==> config.mk <==
export PLATFORM = sky130hd
export DESIGN_NAME = grid_draw_scheduler
export DESIGN_NICKNAME = d
export VERILOG_FILES = /design/src/rtl/grid_draw_scheduler.sv
export SDC_FILE = /design/constraint.sdc
export NUM_CORES = 1
export LEC_CHECK = 0
export CAP_MARGIN = 15
export CORE_AREA = 2 2 143 145
export CTS_CLUSTER_DIAMETER = 60
export DETAILED_ROUTE_END_ITERATION = 12
export DIE_AREA = 0 0 145 147
export DONT_BUFFER_PORTS = 1
export GPL_TIMING_DRIVEN = 0
export PLACE_DENSITY = 0.7
export SYNTH_ARGS = -nofsm -noshare
export SYNTH_HDL_FRONTEND = slang
export SYNTH_SLANG_ARGS = --single-unit
==> constraint.sdc <==
create_clock -name CLOCK_50 -period 6.41 [get_ports CLOCK_50]
set_clock_uncertainty 0.05 [all_clocks]
set_input_delay 1.282 -clock CLOCK_50 [delete_from_list [all_inputs] [get_ports CLOCK_50]]
set_output_delay 1.282 -clock CLOCK_50 [all_outputs]
set_load 0.05 [all_outputs]
==> src/rtl/grid_draw_scheduler.sv <==
// rtl/grid_draw_scheduler.sv - shadow-compare scheduler feeding the 30x30 block drawer (optional PLAYHEAD_EN)
module grid_draw_scheduler #(
    parameter int TRACKS        = 4,
    parameter int STEPS         = 16,
    parameter int X0            = 40,
    parameter int Y0            = 40,
    parameter int PITCH         = 36,
    parameter int START_TIMEOUT = 4
) (
    input  logic                       CLOCK_50,
    input  logic                       nReset,
    input  logic [TRACKS*STEPS-1:0]    pattern,
    input  logic                       refresh,
    input  logic [$clog2(STEPS)-1:0]   playhead,
    input  logic                       drawing,
    output logic                       draw_enable,
    output logic [9:0]                 draw_x,
    output logic [8:0]                 draw_y,
    output logic                       draw_state,
    output logic                       busy,
    output logic                       clean
);

    localparam int N  = TRACKS * STEPS;
    localparam int PW = (N > 1) ? $clog2(N) : 1;
    localparam int TW = $clog2(START_TIMEOUT + 1);
    localparam logic [PW-1:0] LAST_CELL  = PW'(N - 1);
    localparam logic [TW-1:0] LAST_TICK  = TW'(START_TIMEOUT - 1);
    localparam logic [PW-1:0] STEPS_W    = PW'(STEPS);

    typedef enum logic [1:0] {SCAN, ISSUE, WAIT_START, WAIT_DONE} state_t;

    state_t        state;
    logic [N-1:0]  shadow;
    logic [N-1:0]  dirty;
    logic [N-1:0]  want;
    logic [N-1:0]  need;
    logic [PW-1:0] ptr;
    logic [PW-1:0] idx;
    logic [PW-1:0] ptr_inc;
    logic [PW-1:0] idx_inc;
    logic [PW-1:0] col;
    logic [PW-1:0] row;
    logic [TW-1:0] timer;

`ifdef PLAYHEAD_EN
    // Wanted colour: pattern with the playhead column shown inverted
    always_comb begin
        want = '0;
        for (int i = 0; i < N; i++) begin
            want[i] = pattern[i] ^ ((i % STEPS) == int'(playhead));
        end
    end
`else
    logic unused_playhead;
    assign unused_playhead = ^playhead;
    assign want = pattern;
`endif

    assign need    = dirty | (shadow ^ want);
    assign ptr_inc = (ptr == LAST_CELL) ? '0 : ptr + PW'(1);
    assign idx_inc = (idx == LAST_CELL) ? '0 : idx + PW'(1);
    assign col     = ptr % STEPS_W;
    assign row     = ptr / STEPS_W;

    // Scan / issue / wait sequencer; draw_x, draw_y, draw_state are frozen while a cell is in flight
    always_ff @(posedge CLOCK_50 or negedge nReset) begin
        if (!nReset) begin
            state       <= SCAN;
            ptr         <= '0;
            idx         <= '0;
            timer       <= '0;
            shadow      <= '0;
            dirty       <= '1;
            draw_enable <= 1'b0;
            draw_x      <= '0;
            draw_y      <= '0;
            draw_state  <= 1'b0;
            busy        <= 1'b0;
            clean       <= 1'b0;
        end else begin
            draw_enable <= 1'b0;
            clean       <= 1'b0;
            case (state)
                SCAN: begin
                    if (need[ptr]) begin
                        idx         <= ptr;
                        draw_state  <= want[ptr];
                        draw_x      <= 10'(X0 + int'(col) * PITCH);
                        draw_y      <= 9'(Y0 + int'(row) * PITCH);
                        draw_enable <= 1'b1;
                        busy        <= 1'b1;
                        state       <= ISSUE;
                    end else begin
                        ptr   <= ptr_inc;
                        clean <= (need == '0);
                    end
                end
                ISSUE: begin
                    timer <= '0;
                    state <= WAIT_START;
                end
                WAIT_START: begin
                    if (drawing) begin
                        state <= WAIT_DONE;
                    end else if (timer == LAST_TICK) begin
                        // Drawer never started: leave the cell unfinished and retry it
                        ptr   <= idx;
                        busy  <= 1'b0;
                        state <= SCAN;
                    end else begin
                        timer <= timer + TW'(1);
                    end
                end
                WAIT_DONE: begin
                    if (!drawing) begin
                        shadow[idx] <= draw_state;
                        dirty[idx]  <= 1'b0;
                        ptr         <= idx_inc;
                        busy        <= 1'b0;
                        state       <= SCAN;
                    end
                end
                default: begin
                    busy  <= 1'b0;
                    state <= SCAN;
                end
            endcase
            // A refresh overrides a completion landing in the same cycle
            if (refresh) begin
                dirty <= '1;
            end
        end
    end

endmodule

==> flow_summary.json <==
{
  "globalRouteOverflowTotal": 0,
  "nets": 892,
  "post_cts_resized": 0,
  "yosys-top-cells-count": "96 x dfrtp_1, 81 x nand2_1, 80 x mux2_2",
  "fin_area_um2": 9750,
  "track_usage": 0.257,
  "max_freq_ghz": 0.241,
  "tightest_slew_ns": 1.18,
  "seqPwrFrac": 0.355,
  "end_kind": "flip-flop",
  "finalWirelength_mm": 27.2,
  "yosys_most_used_dff": "dfrtp_1",
  "die-area_um2": 21300,
  "cts_sinks": 160,
  "crit_path_max_fanout": 10,
  "setup_viol": 0,
  "clk_path_buf_depth": 2,
  "fin_crit_sh": 0.648,
  "clkPwrFrac": 0.263,
  "placed_area_um2": 9150,
  "netlist.area_leader.share": 0.275,
  "p_leak_uw": 0.00407,
  "path_class": "reg -> reg",
  "yosys_warnings": 0,
  "grt_antenna_before_repair": 0,
  "rsz0062_at_grt": "false",
  "antennaDiodeCount": 0,
  "syn_to_final_growth_pct": 11.7,
  "crit_path_start_kind": "flip-flop",
  "power_uw": 3970,
  "post_cts_buffers": 0,
  "clock_latency_ns": 0.44,
  "p_int_uw": 2360,
  "grt_pass1_vias": 6873,
  "syn_area_um2": 8730,
  "hold_class": "reg -> reg",
  "die_w_um": 145,
  "cts_buffers": 17,
  "fill_cells": 1833,
  "critPathRequiredTime_ns": 6.68,
  "power_frac_comb": 0.382,
  "port_buffers": 0,
  "avgSynthCellArea_um2": 11.1,
  "synth.area.top_cells": "dfrtp_1 28%, dfstp_2 19%, mux2_2 10%, xor2_1 6.5%, a21o_1 5.8%",
  "finalHoldViolations": 0,
  "htree_levels": 4,
  "drt-vias-per-instance": 6.09,
  "grt_pass1_wl_mm": 40.8,
  "period_minus_slack_ns": 4.15,
  "place.gp.congestion": 0.994,
  "cts_root_buffer": "clkbuf_16",
  "wire_per_inst_um": 24.8,
  "swShare": 0.406,
  "fp.coreArea_um2": 19800,
  "dp_hpwl_mm": 19.7,
  "drv_slew": 0,
  "fin_cells": 1094,
  "power_density_nw_per_um2": 407,
  "status": "completed",
  "place_inst": 1061,
  "yosysTopAreaCell": "dfrtp_1",
  "layout-drive-gt1-share": 0.284,
  "synth.distinct_cells": 53,
  "drtIter0Drc": 666,
  "cts_tree": "yes",
  "synth_cells": 783,
  "ys_seq_area_frac": 0.468,
  "fin_tns_setup_ns": 0,
  "drcViolationCount": 0,
  "ctsHoldBuffers": 0,
  "ys_ff_latch": 160,
  "vias": 6663,
  "grt_max_degree": 161,
  "synth_edf_count": 0,
  "die_h_um": 147,
  "final_util": 0.491,
  "yosysMostFrequentCell": "dfrtp_1",
  "crit_arrival_ns": 4.42,
  "slew_headroom": 0.207,
  "initial_utilization": 0.440,
  "vdd_drop_max_v": 0.000249,
  "num_rows": 52,
  "clk_pin_slew_worst_paths_ns": 0.06,
  "drtAntennaViolNets": 0,
  "drv_cap": 0,
  "dr.pass1.iters": 7,
  "io_pins": 95,
  "switching_power_uw": 1610,
  "async_flop_share": 1.00
}
[kinds of logic (layout without fill, tap and decap cells)]
group,Yosys count,in the layout,synth area share
buf+inv,59,96,0.0330
compound gates,138,138,0.114
simple gates,235,235,0.134
other cells,1,5,0.000430
flops,160,160,0.468
fa+ha+maj,9,9,0.0129
xor+xnor,74,74,0.0742
mux,107,107,0.164
[final timing paths]
kind                           start         end  slack (ns)  cells after the start
hold / removal             dirty[17]   dirty[17]        0.46                      1
max in group asynchronous     nReset    dirty[3]        5.50                      0
min in group asynchronous     nReset   draw_x[3]        0.49                      0
hold reg to reg            dirty[17]   dirty[17]        0.46                      1
setup / recovery              ptr[1]  draw_state        2.26                      7
setup reg to reg              ptr[1]  draw_state        2.26                      7
[layout make-up]
cell class,count,area [um^2],area share
multi-input combinational,568,4400,0.451
inverter,8,30.0,0.00308
timing repair buffer,5,42.5,0.00436
clock inverter,12,140,0.0144
clock buffer,20,457,0.0468
tap,270,338,0.0347
buffer,51,258,0.0264
sequential,160,4080,0.419
[state kept, by name (all words and copies together), names as in the netlist]
signal       cells
shadow          64
ptr              6
draw_state       1
draw_enable      1
clean            1
timer            3
draw_y           5
busy             1
idx              5
dirty           64
draw_x           7
state            2
[worst max-delay path, cell delays in order (launching register included)]
cell and delay, ns:
dfrtp_1 0.66, buf_2 0.30, buf_1 0.79, buf_2 0.52, mux4_2 0.38, mux4_2 0.56
mux4_2 0.48, mux2_2 0.27
[per-stage QoR]
stage / hold slack, ns / setup slack [ns]
floorplan: 0.417 / 2.99
global placement: 0.443 / 2.09
detailed placement: 0.449 / 2.17
CTS: 0.461 / 2.37
global route: 0.466 / 2.27
finish: 0.459 / 2.26
[layer usage]
layer / GRT usage / routed length [um] / share of wire / vias up
li1: - / - / - / 2906
met4: 0.122 / 1030 / 0.038 / 0
met5: 0 / 0 / 0 / -
met2: 0.406 / 12600 / 0.46 / 341
met1: 0.321 / 10900 / 0.40 / 3343
met3: 0.0823 / 2670 / 0.098 / 73
[power by group through the flow]
stage	combinational, uW	sequential (uW)	clock, uW
3_5_place_dp	1490	1430	0
4_1_cts	1500	1410	1050
5_1_grt	1610	1430	1100
3_3_place_gp	1450	1420	0
2_1_floorplan	1060	1380	0
6_report	1520	1410	1040
[layout by cell type, fill, tap and decap left out, types with 30 or more instances in the layout]
| cell | synthesis | final |
|---|---|---|
| dfrtp_1 | 96 | 96 |
| nand2_1 | 81 | 81 |
| mux2_2 | 80 | 80 |
| a21o_1 | 67 | 67 |
| xor2_1 | 65 | 65 |
| dfstp_2 | 64 | 64 |
| nor4_1 | 39 | 38 |
| nor3_1 | 33 | 32 |
| nor2_1 | 32 | 32 |
| clkbuf_1 | 29 | 30 |
Power figures use the tool's default switching activity.
